--- src/rtl/regfile_seq_pkg.sv ---
// Shared constants for the register-file sequencer: data/index widths,
// opcode encodings and the sequencer FSM state encoding.
package regfile_seq_pkg;

    localparam int DATA_W = 32;
    localparam int IDX_W  = 2;

    // Opcode encodings; 3'b101..3'b111 are illegal.
    localparam logic [2:0] OP_ADD = 3'b000;
    localparam logic [2:0] OP_SUB = 3'b001;
    localparam logic [2:0] OP_AND = 3'b010;
    localparam logic [2:0] OP_OR  = 3'b011;
    localparam logic [2:0] OP_LDI = 3'b100;

    typedef enum logic [2:0] {
        ST_IDLE  = 3'd0,
        ST_READ  = 3'd1,
        ST_EXEC  = 3'd2,
        ST_WRITE = 3'd3,
        ST_RESP  = 3'd4
    } state_e;

endpackage

--- src/rtl/rf_alu.sv ---
// Combinational operation unit for the register-file sequencer.
// Illegal opcodes yield a zero result with err raised.
module rf_alu
    import regfile_seq_pkg::*;
(
    input  logic [2:0]        op,
    input  logic [DATA_W-1:0] a,
    input  logic [DATA_W-1:0] b,
    input  logic [DATA_W-1:0] imm,
    output logic [DATA_W-1:0] result,
    output logic              err
);

    // Select the operation result; wrap-around arithmetic, carry dropped.
    always_comb begin
        result = {DATA_W{1'b0}};
        err    = 1'b0;
        case (op)
            OP_ADD:  result = a + b;
            OP_SUB:  result = a - b;
            OP_AND:  result = a & b;
            OP_OR:   result = a | b;
            OP_LDI:  result = imm;
            default: begin
                result = {DATA_W{1'b0}};
                err    = 1'b1;
            end
        endcase
    end

endmodule

--- src/rtl/regfile_sequencer.sv ---
// Command-driven initiator for the 4x32 register file. One command at a time:
// read both operands, compute, write back once, then hold the response until
// it is consumed. The write-back port is driven from falling-edge flops so the
// file sees RegWrite/index/data stable across exactly one rising edge.
module regfile_sequencer
    import regfile_seq_pkg::*;
(
    input  logic              clk,
    input  logic              reset,
    input  logic              cmd_valid,
    output logic              cmd_ready,
    input  logic [2:0]        cmd_op,
    input  logic [IDX_W-1:0]  cmd_rs,
    input  logic [IDX_W-1:0]  cmd_rt,
    input  logic [IDX_W-1:0]  cmd_rd,
    input  logic [DATA_W-1:0] cmd_imm,
    output logic [IDX_W-1:0]  rf_read_reg1,
    output logic [IDX_W-1:0]  rf_read_reg2,
    input  logic [DATA_W-1:0] rf_read_data1,
    input  logic [DATA_W-1:0] rf_read_data2,
    output logic [IDX_W-1:0]  rf_write_reg,
    output logic [DATA_W-1:0] rf_write_data,
    output logic              rf_reg_write,
    output logic              rsp_valid,
    input  logic              rsp_ready,
    output logic [DATA_W-1:0] rsp_data,
    output logic              rsp_zero,
    output logic              rsp_err
);

    state_e              state_q, state_d;
    logic [2:0]          op_q, op_d;
    logic [IDX_W-1:0]    rd_q, rd_d;
    logic [DATA_W-1:0]   imm_q, imm_d;
    logic [DATA_W-1:0]   a_q, a_d;
    logic [DATA_W-1:0]   b_q, b_d;
    logic [DATA_W-1:0]   result_q, result_d;
    logic                err_q, err_d;
    logic [IDX_W-1:0]    read_reg1_q, read_reg1_d;
    logic [IDX_W-1:0]    read_reg2_q, read_reg2_d;
    logic                cmd_ready_q, cmd_ready_d;
    logic                rsp_valid_q, rsp_valid_d;
    logic [DATA_W-1:0]   rsp_data_q, rsp_data_d;
    logic                rsp_zero_q, rsp_zero_d;
    logic                rsp_err_q, rsp_err_d;
    logic                wr_en_q, wr_en_d;
    logic [IDX_W-1:0]    wr_idx_q, wr_idx_d;
    logic [DATA_W-1:0]   wr_data_q, wr_data_d;
    logic [DATA_W-1:0]   alu_result_s;
    logic                alu_err_s;

    rf_alu u_alu (
        .op     (op_q),
        .a      (a_q),
        .b      (b_q),
        .imm    (imm_q),
        .result (alu_result_s),
        .err    (alu_err_s)
    );

    // FSM state register.
    always_ff @(posedge clk or negedge reset) begin
        if (!reset) begin
            state_q <= ST_IDLE;
        end else begin
            state_q <= state_d;
        end
    end

    // Next-state logic: fixed READ->EXEC->WRITE->RESP walk after acceptance.
    always_comb begin
        state_d = state_q;
        case (state_q)
            ST_IDLE: begin
                if (cmd_valid) begin
                    state_d = ST_READ;
                end else begin
                    state_d = ST_IDLE;
                end
            end
            ST_READ:  state_d = ST_EXEC;
            ST_EXEC:  state_d = ST_WRITE;
            ST_WRITE: state_d = ST_RESP;
            ST_RESP: begin
                if (rsp_ready) begin
                    state_d = ST_IDLE;
                end else begin
                    state_d = ST_RESP;
                end
            end
            default:  state_d = ST_IDLE;
        endcase
    end

    // Per-state next values of the command, operand, result and response registers.
    always_comb begin
        op_d        = op_q;
        rd_d        = rd_q;
        imm_d       = imm_q;
        read_reg1_d = read_reg1_q;
        read_reg2_d = read_reg2_q;
        a_d         = a_q;
        b_d         = b_q;
        result_d    = result_q;
        err_d       = err_q;
        rsp_data_d  = rsp_data_q;
        rsp_zero_d  = rsp_zero_q;
        rsp_err_d   = rsp_err_q;
        case (state_q)
            ST_IDLE: begin
                if (cmd_valid) begin
                    op_d        = cmd_op;
                    rd_d        = cmd_rd;
                    imm_d       = cmd_imm;
                    read_reg1_d = cmd_rs;
                    read_reg2_d = cmd_rt;
                end else begin
                    op_d = op_q;
                end
            end
            ST_READ: begin
                a_d = rf_read_data1;
                b_d = rf_read_data2;
            end
            ST_EXEC: begin
                result_d = alu_result_s;
                err_d    = alu_err_s;
            end
            ST_WRITE: begin
                rsp_data_d = result_q;
                rsp_zero_d = (result_q == {DATA_W{1'b0}});
                rsp_err_d  = err_q;
            end
            default: begin
                rsp_data_d = rsp_data_q;
            end
        endcase
        // Handshake flags follow the state being entered so they are registered.
        cmd_ready_d = (state_d == ST_IDLE);
        rsp_valid_d = (state_d == ST_RESP);
    end

    // Command, operand, result and response registers.
    always_ff @(posedge clk or negedge reset) begin
        if (!reset) begin
            op_q        <= 3'b000;
            rd_q        <= {IDX_W{1'b0}};
            imm_q       <= {DATA_W{1'b0}};
            read_reg1_q <= {IDX_W{1'b0}};
            read_reg2_q <= {IDX_W{1'b0}};
            a_q         <= {DATA_W{1'b0}};
            b_q         <= {DATA_W{1'b0}};
            result_q    <= {DATA_W{1'b0}};
            err_q       <= 1'b0;
            cmd_ready_q <= 1'b1;
            rsp_valid_q <= 1'b0;
            rsp_data_q  <= {DATA_W{1'b0}};
            rsp_zero_q  <= 1'b0;
            rsp_err_q   <= 1'b0;
        end else begin
            op_q        <= op_d;
            rd_q        <= rd_d;
            imm_q       <= imm_d;
            read_reg1_q <= read_reg1_d;
            read_reg2_q <= read_reg2_d;
            a_q         <= a_d;
            b_q         <= b_d;
            result_q    <= result_d;
            err_q       <= err_d;
            cmd_ready_q <= cmd_ready_d;
            rsp_valid_q <= rsp_valid_d;
            rsp_data_q  <= rsp_data_d;
            rsp_zero_q  <= rsp_zero_d;
            rsp_err_q   <= rsp_err_d;
        end
    end

    // Write-back next values: arm in WRITE, disarm in RESP, otherwise hold.
    always_comb begin
        wr_en_d   = wr_en_q;
        wr_idx_d  = wr_idx_q;
        wr_data_d = wr_data_q;
        if (state_q == ST_WRITE) begin
            wr_en_d   = ~err_q;
            wr_idx_d  = rd_q;
            wr_data_d = result_q;
        end else if (state_q == ST_RESP) begin
            wr_en_d = 1'b0;
        end else begin
            wr_en_d = wr_en_q;
        end
    end

    // Falling-edge write stage so the file samples a settled request on the rising edge.
    always_ff @(negedge clk or negedge reset) begin
        if (!reset) begin
            wr_en_q   <= 1'b0;
            wr_idx_q  <= {IDX_W{1'b0}};
            wr_data_q <= {DATA_W{1'b0}};
        end else begin
            wr_en_q   <= wr_en_d;
            wr_idx_q  <= wr_idx_d;
            wr_data_q <= wr_data_d;
        end
    end

    assign cmd_ready     = cmd_ready_q;
    assign rf_read_reg1  = read_reg1_q;
    assign rf_read_reg2  = read_reg2_q;
    assign rf_write_reg  = wr_idx_q;
    assign rf_write_data = wr_data_q;
    assign rf_reg_write  = wr_en_q;
    assign rsp_valid     = rsp_valid_q;
    assign rsp_data      = rsp_data_q;
    assign rsp_zero      = rsp_zero_q;
    assign rsp_err       = rsp_err_q;

endmodule

--- config.mk ---
export PLATFORM = sky130hd
export DESIGN_NAME = regfile_sequencer
export DESIGN_NICKNAME = d
export VERILOG_FILES = /design/src/rtl/regfile_seq_pkg.sv /design/src/rtl/rf_alu.sv /design/src/rtl/regfile_sequencer.sv
export SDC_FILE = /design/constraint.sdc
export NUM_CORES = 1
export LEC_CHECK = 0
export ABC_AREA = 1
export BUFFER_PORTS_ARGS = -buffer_cell sky130_fd_sc_hd__buf_2
export CAP_MARGIN = 5
export CORE_ASPECT_RATIO = 1.2
export CORE_MARGIN = 2
export CORE_UTILIZATION = 60
export DETAILED_ROUTE_END_ITERATION = 7
export PLACE_DENSITY = 0.9
export SYNTH_ARGS = -nofsm -noshare
export SYNTH_HDL_FRONTEND = slang
export SYNTH_SLANG_ARGS = --single-unit
--- constraint.sdc ---
create_clock -name clk -period 5.47 [get_ports clk]
set_input_delay 1.3675 -clock clk [delete_from_list [all_inputs] [get_ports clk]]
set_output_delay 1.3675 -clock clk [all_outputs]
set_load 0.05 [all_outputs]
== After elaboration in Yosys (flattened, before gate mapping) ==
Cells that the tools add are included.
Word-level totals
  word-level logic and storage cells: 46
  register bits: 212
  input port bits: 109
  output and inout bits: 75
Cells by class
  reduce and logical (&&, ||, !) cells: 7
  $add $sub $neg: 2
  bitwise logic cells: 3
  muxes and demuxes: 7
  equal/unequal tests: 9
Operators with widths (number)
  $pmux W32 S5: 1
  $add A32 B32 Y32: 1
  $and A32 B32 Y32: 1
  $logic_not A32 Y1: 1
  $or A32 B32 Y32: 1
  $sub A32 B32 Y32: 1
  $pmux W3 S5: 1
  $eq A3 B2 Y1 const B: 4
  $eq A3 B3 Y1 const B: 3
  $logic_not A3 Y1: 3
  $eq A3 B1 Y1 const B: 2
  $reduce_or A5 Y1: 1
  $mux W1: 4
  $mux W3: 1
  $reduce_and A2 Y1: 1
  $reduce_bool A2 Y1: 1
  $not A1 Y1: 1

== Longest topological paths before layout ==
Gate-level depths: netlist of run 1.
  word-level depth: 3
  depth in mapped cells: 24
  depth with buffers taken out: 24

== Cells and area by module ==
A second synthesis of run 1 with hierarchy kept.
Second synthesis, totals
  cell total of the unflattened synthesis: 1551
  area, all modules: 12473.2 sq um
Modules (own cells, without submodules)
  regfile_sequencer: cells an instance 693, area each 8169.1 sq um, instances 1, sequential area each 5306.3 sq um
  rf_alu: cells an instance 858, area each 4304.1 sq um, instances 1, sequential area each 0.0 sq um

==> results list, run 1 <==
- Hold timing on the final database bottoms out at a slack of 412 ps.
- In this run, post-CTS repair resized a total of 0 instances.
- The biggest area contributor in the post-synthesis netlist is dfrtp_1.
* Adder-cell area share of the yosys netlist: 0.0470
- Share of post-route cells with drive strength above 1: 0.191
- CP max FO: 2
- Yosys printed 0 warnings.
- Maximum buffer depth of the clock tree: 3
* Initial Util: 0.614
- Largest family of logic cells by synthesized area: simple AND/OR/NAND/NOR gates
- Synthesis instantiated 52 different standard cells from the library.
- The via count of the first global-routing pass is 10,500.
- Post-cts hold buffer count: 0
- The final max-slew violation count was 0.
- Counting both buffers and inverters, the worst setup path holds a total of 1.
* Antenna Diode Count: 0
- Worst R2R Path Depth: 6
* Antenna viol nets, final: 0
- Average cell area after synthesis: 7.70 um^2
- Placeable core region: 0.0196 mm^2
- The die is 159 um tall.
* Max-Cap Viols: 0
- RSZ-0062 raised after global routing: false
* Clock network latency to the later pin of the worst-skew pair: 510 ps
* Basic-gate share of the synthesized area counting and, or, nand and nor cells: 0.300
- The synthesized design contains 212 register bits.
- Dominant cells by area after synthesis: dfrtp_1 37%, nand2_1 20%, dfrtn_1 7.3%
- Reg2reg end: rf_write_data[8]
- The worst register-to-register path has a setup slack of 1190 ps.
* Hold Fails Final Rpt: 0
* Worst Tran Pin Value: 1150 ps
* Die width: 133 um
- Max transition margin: 0.227
* Overall track demand over capacity in global routing: 0.297
- Entering global routing, the biggest net connects 95 pins.
- Wires add up to 31,300 um.
- Of the post-synthesis cell area, the dominant cell type holds 0.366.
- Among cell families on the critical path, the largest total delay comes from flip-flops.
* Fill cell instance count of the final layout: 1,574
* Sequential fraction of the synthesis area: 0.441
- Area added between synthesis and finish: 15.2%
- For hold timing, the worst endpoint is rf_write_data[30].
* Leading register cell type out of synthesis: dfrtp_1
* Die area: 0.0212 mm^2
* Count of input and output buffers: 183
* Fraction of synthesized cell area in xor and xnor cells: 0.0233
- Min-Delay Path Class: reg -> reg
- Total via count in the routed design: 10,800
- Cell count after synthesis: 1,565
- Critical path arrival: 3960 ps
* Count of flip-flops with a built-in enable after synthesis: 0
* DRC errors left: 0
* Syn nets: 1,709
- The number of antenna violations at the first check in global routing was 1.
* Final number of setup-violating endpoints: 0
- After clock tree synthesis, the clock-pin slew on the worst setup and hold paths is 50 ps.
- CP max stage cell: dfrtn_1
* Avg Vias per Cell: 5.37
- The run finished with clean final reports.
- Leakage: 7.75 nW
- CTS built an H-tree with a depth of 1.
- Setup repair bufs after CTS: 0
* Global-route wire length before repair: 51,200 um
- The post-synthesis compound-gate area fraction is 0.0797.
- The tree is rooted in a clkbuf_16.
* Hold Crit Start: rf_write_data[30]
* Worst endpoint required time: 4100 ps
- Total global routing overflow: 0
- For this run, the detailed router's first-pass iteration total came to 6.
* Sink count of the clock tree: 212
- On the worst path, the slowest cell contributes a delay of 440 ps.
- In the synthesized netlist the async set-or-reset flop fraction comes to 1.00.
- Clock Skew: 15.9 ps
- Endpoint kind of the worst setup timing path: output port
- Measured against the total synthesized area, the mux share comes to 0.0355.
- Across the VDD grid, the largest voltage drop is 0.000376 V.
- IO Count: 184
- The final layout contains 1,875 nets.
- In this run the critical register-to-register path is launched from state_q[1].
- The worst setup path is launched from a register.
* Hold depth: 2
* Routability congestion estimate: 0.943
* CTS tree: yes
- In this run, CTS created clock tree buffers numbering 21.
* Iteration-0 DRC count of the detailed router: 800
* Average wire length per cell after detail routing: 15.6 um
- After legalization and detailed placement, the total HPWL measured 23,500 um.
- Cell breakdown of the critical path: buf_2
* Crit Path Category: reg -> out
- Floorplan row count: 56
- Power per unit of standard cell area: 734 mW/mm^2
* Post-Syn Area: 0.0120 mm^2
- Sum Neg Setup Slack: 0 ps
worst min-delay path, stage by stage (launching register included):
cell,delay (ps)
dfrtn_1,400
nand2_1,50
nand2_1,50
cell usage in the layout (no fill, tap or decap), types with 4 or more instances in the layout:
cell / instances
a21oi_1: 35
ha_1: 34
mux2_2: 38
a221oi_1: 4
buf_4: 8
nor2_1: 73
a22oi_1: 12
o21bai_1: 6
inv_2: 14
dfrtn_1: 35
o211a_1: 4
nand4_1: 20
o21ai_0: 59
nand2_2: 11
buf_2: 182
nand3_1: 61
nor3_1: 9
dfrtp_1: 176
nand3_2: 4
inv_1: 158
nor4_1: 6
xor2_1: 29
nor2_4: 4
o211ai_1: 5
o21ai_1: 19
nor2_2: 11
maj3_1: 12
clkbuf_16: 21
nand2_1: 633
clkbuf_8: 7
nand3b_1: 6
or2_2: 6
cells by family after synthesis:
| family | Yosys count |
|---|---|
| compound gates | 158 |
| xor+xnor | 32 |
| fa+ha+maj | 47 |
| buf+inv | 222 |
| flops | 212 |
| mux | 38 |
| simple gates | 856 |
cell type report:
class / instances / area (um^2) / area share
clock buffer: 30 / 619 / 0.0446
clock inverter: 6 / 110 / 0.00794
inverter: 173 / 649 / 0.0468
multi-input combinational: 1131 / 5860 / 0.422
sequential: 212 / 5310 / 0.382
tap: 261 / 327 / 0.0235
timing repair buffer: 192 / 1000 / 0.0724
cell usage after synthesis, drive strengths merged, types with 3 or more instances:
cell type	count
mux2	38
a221oi	4
a21oi	39
o21ai	82
xnor2	3
dfrtp	176
dfrtn	35
a22oi	12
nand3b	6
nor3	14
xor2	29
or2	6
clkbuf	17
nor2	89
buf	32
nand2	645
nand4	22
o21bai	6
ha	34
o211a	4
nand3	66
o211ai	5
o31ai	3
nor4	6
maj3	12
inv	172
metrics by stage:
stage	cell area (um^2)	utilization	std cells	setup WS [ps]	power (mW)
floorplan	12000	-	1565	702	7.12
global placement	13100	0.670	1969	726	8.42
detailed placement	13100	0.670	1969	675	8.58
CTS	13900	0.707	2005	137	10.1
global route	13900	0.707	2005	114	11.0
finish	13900	0.707	2005	142	10.2
power by group:
part	internal [mW]	total (mW)	switching, mW
sequential	2.23	2.78	0.548
clock	0.926	1.52	0.593
combinational	1.87	5.89	4.02
metal layers:
layer	GRT usage	part of all wire
met4	0.0841	0.025
met3	0.0379	0.069
met2	0.497	0.48
met5	0	0
met1	0.408	0.43
how the worst max path moves through the flow:
stage                      start                 to  slack, ps  depth (start not counted)
6_report         rf_write_reg[1]    rf_write_reg[1]        140                          1
5_1_grt          rf_write_reg[1]    rf_write_reg[1]        110                          1
2_1_floorplan       rf_reg_write       rf_reg_write        700                          0
4_1_cts          rf_write_reg[1]    rf_write_reg[1]        140                          1
3_5_place_dp     rf_write_reg[1]    rf_write_reg[1]        670                          1
3_3_place_gp   rf_write_data[24]  rf_write_data[24]        730                          1
Power figures use the tool's default switching activity.
==> run 2, diff against run 1 <==
MAX_ROUTING_LAYER = met4   (was not set)
==> run 2 against run 1 <==
Compared with the run above:
- sequential share of layout area is 0.21 points higher
- global-route usage grew 1.2 points
- total power shrank 1.2%
- non-clock buffer count unchanged
- critical path depth is the same
- wire length grew 0.22%
- cell count did not move
==> results list, run 2 (same netlist as run 1, synthesis figures left out) <==
- CTS tree: yes (unchanged)
* Sum Neg Setup Slack: 0 ps (unchanged)
* Worst R2R Path Depth: 5 (was 6)
* Global-route wire length before repair: 51,600 um (was 51,200 um)
- The number of antenna diodes came to 0 (unchanged).
- The final instance count without filler cells is 2,005 (unchanged).
- RSZ-0062 raised after global routing: false (unchanged).
- Max transition margin: 0.218 (was 0.227)
* Setup repair bufs after CTS: 0 (unchanged)
- The number of cells after detailed placement came to 1,969 (unchanged).
- Iteration-0 DRC count of the detailed router: 892 (was 800)
- The sequential fraction of design power was 0.274 (was 0.272).
* Worst path bufs/invs: 1 (unchanged)
* Max-Cap Viols: 0 (unchanged)
- The number of clock buffers inserted by TritonCTS is 20 (was 21).
- Count of input and output buffers: 183 (unchanged)
- The via total after detailed routing is 10,800 (about the same).
- Placeable core region: 0.0196 mm^2 (unchanged)
* Delay of the slowest cell on the worst path: 410 ps (was 440 ps)
* Area occupied by multi-input gates: 0.00586 mm^2 (unchanged)
- Leakage: 7.72 nW (was 7.75 nW)
* Clock network latency to the later pin of the worst-skew pair: 510 ps (about the same)
* Hold Fails Final Rpt: 0 (unchanged)
- The post-route DRC violation count is 0 (unchanged).
- Storage cell area: 0.00531 mm^2 (unchanged)
- The part of the power in combinational logic came to 0.589 (was 0.578).
* Share of post-route cells with drive strength above 1: 0.189 (was 0.191)
* Die width: 133 um (unchanged)
- The slowest cell on the critical path was dfrtn_1 (unchanged).
- The kind of path behind the tightest hold check is reg -> reg (unchanged).
- Height of the die: 159 um (unchanged)
* Area added between synthesis and finish: 14.6% (was 15.2%)
- The most common cell after layout, fill and taps aside is nand2_1 (unchanged).
* Hold depth: 2 (unchanged)
- Cell class contributing the biggest share of worst-path delay: flip-flops (unchanged)
- The critical path startpoint is rf_write_reg[0] (was rf_write_reg[1]).
- The cell at the root of the clock tree is clkbuf_16 (unchanged).
* Total number of cells along the worst setup path: 1 (unchanged)
- The total track usage is 0.308 (was 0.297).
- Endpoint kind of the worst setup timing path: output port (unchanged)
- The fill cell instance count of the final layout was 1,525 (was 1,574).
- Die area: 0.0212 mm^2 (unchanged)
- Net Switching: 5.18 mW (was 5.16 mW)
- The kind of critical path is reg -> out (unchanged).
- The top-level I/O count is 184 (unchanged).
* Number of pins exceeding their max-slew limit in the final report: 0 (unchanged)
* Routability congestion estimate: 0.992 (was 0.943)
- The critical hold path startpoint is rf_write_data[5] (was rf_write_data[30]).
- Internal reg-to-reg setup slack: 1430 ps (was 1190 ps)
- The startpoint kind of the worst setup timing path is a register (unchanged).
- # resized after CTS: 0 (unchanged)
- Post-cts hold buffer count: 0 (unchanged)
* Design internal power: 4.89 mW (was 5.03 mW)
- RR Startpoint: state_q[2] (was state_q[1])
- The overflow left after global routing came to 0 (unchanged).
- Run status: finished, final reports clean (unchanged).
- The CTS H-tree depth came to 1 (unchanged).
* Worst supply voltage drop on vdd: 0.000390 V (was 0.000376 V)
- Initial Util: 0.614 (unchanged)
- Worst Tran Pin Value: 1170 ps (was 1150 ps)
* Final HPWL from detailed placement: 23,500 um (about the same)
* Critical path arrival: 3930 ps (was 3960 ps)
- The clock transition at the registers of the reported paths was 50 ps (about the same).
- Vias in the first global route: 10,600 (was 10,500)
* Average wire length per cell after detail routing: 15.6 um (about the same)
* Clock Skew: 16.4 ps (was 15.9 ps)
- Floorplan row count: 56 (unchanged)
* Maximum buffer depth of the clock tree: 3 (unchanged)
- Total wire length: 31,300 um (about the same)
- Power per unit of standard cell area: 730 mW/mm^2 (was 734 mW/mm^2)
* Number of antenna violations at the first check in global routing: 0 (was 1)
* Sink count of the clock tree: 212 (unchanged)
- The net total in the final layout is 1,874 (was 1,875).
- The required time of the critical path came to 4100 ps (about the same).
- The fraction of power spent switching nets is 0.514 (was 0.507).
- The count of final setup violators is 0 (unchanged).
- The clock share of power came to 0.137 (was 0.149).
* Cell breakdown of the critical path: buf_2 (unchanged)
- Antenna viol nets, final: 0 (unchanged)
- Leading cell types in the layout, fill and taps excluded: 633 x nand2_1, 182 x buf_2, 176 x dfrtp_1 (unchanged)
- The number of vias per cell came to 5.40 (was 5.37).
- The number of optimization iterations in the first detailed-route pass was 6 (unchanged).
- Maximum number of pins on one net before global-route repair: 95 (unchanged)
* CP max FO: 2 (unchanged)
-- run 2: metal layers --
layer / wire length [um] / vias to the layer above / global-route usage
li1: - / 5303 / -
met3: 2240 / 66 / 0.0427
met4: 975 / 0 / 0.103
met5: 0 / - / -
met1: 13500 / 5058 / 0.406
met2: 14600 / 393 / 0.496
-- run 2: power by group through the flow --
stage / Combinational, mW / Clock [mW] / Sequential [mW]
after floorplan: 3.89 / 0 / 3.24
after global placement: 5.71 / 0 / 2.73
after detailed placement: 5.84 / 0 / 2.77
after CTS: 5.89 / 1.40 / 2.75
after global routing: 6.64 / 1.47 / 2.83
final: 5.93 / 1.38 / 2.76
-- run 2: final timing paths --
path                                          end
worst max-delay path              rf_write_reg[0]
worst min-delay path             rf_write_data[5]
worst max register to register       rf_reg_write
worst min register to register   rf_write_data[5]
max in group asynchronous       rf_write_data[24]
min in group asynchronous                imm_q[5]
-- run 2: layout make-up --
type	instances	share of cell area
clock inverter	4	0.00181
clock buffer	32	0.0455
tap	261	0.0237
multi-input combinational	1131	0.425
timing repair buffer	192	0.0728
inverter	173	0.0471
sequential	212	0.385
-- run 2: through the flow --
| step | power [mW] | util | cell area (um^2) | hold WS (ps) | setup slack, ps |
|---|---|---|---|---|---|
| 2_1_floorplan | 7.12 | - | 12000 | 464 | 702 |
| 3_3_place_gp | 8.45 | 0.670 | 13100 | 410 | 726 |
| 3_5_place_dp | 8.60 | 0.670 | 13100 | 414 | 698 |
| 4_1_cts | 10.0 | 0.703 | 13800 | 415 | 160 |
| 5_1_grt | 10.9 | 0.703 | 13800 | 423 | 131 |
| 6_report | 10.1 | 0.703 | 13800 | 412 | 168 |
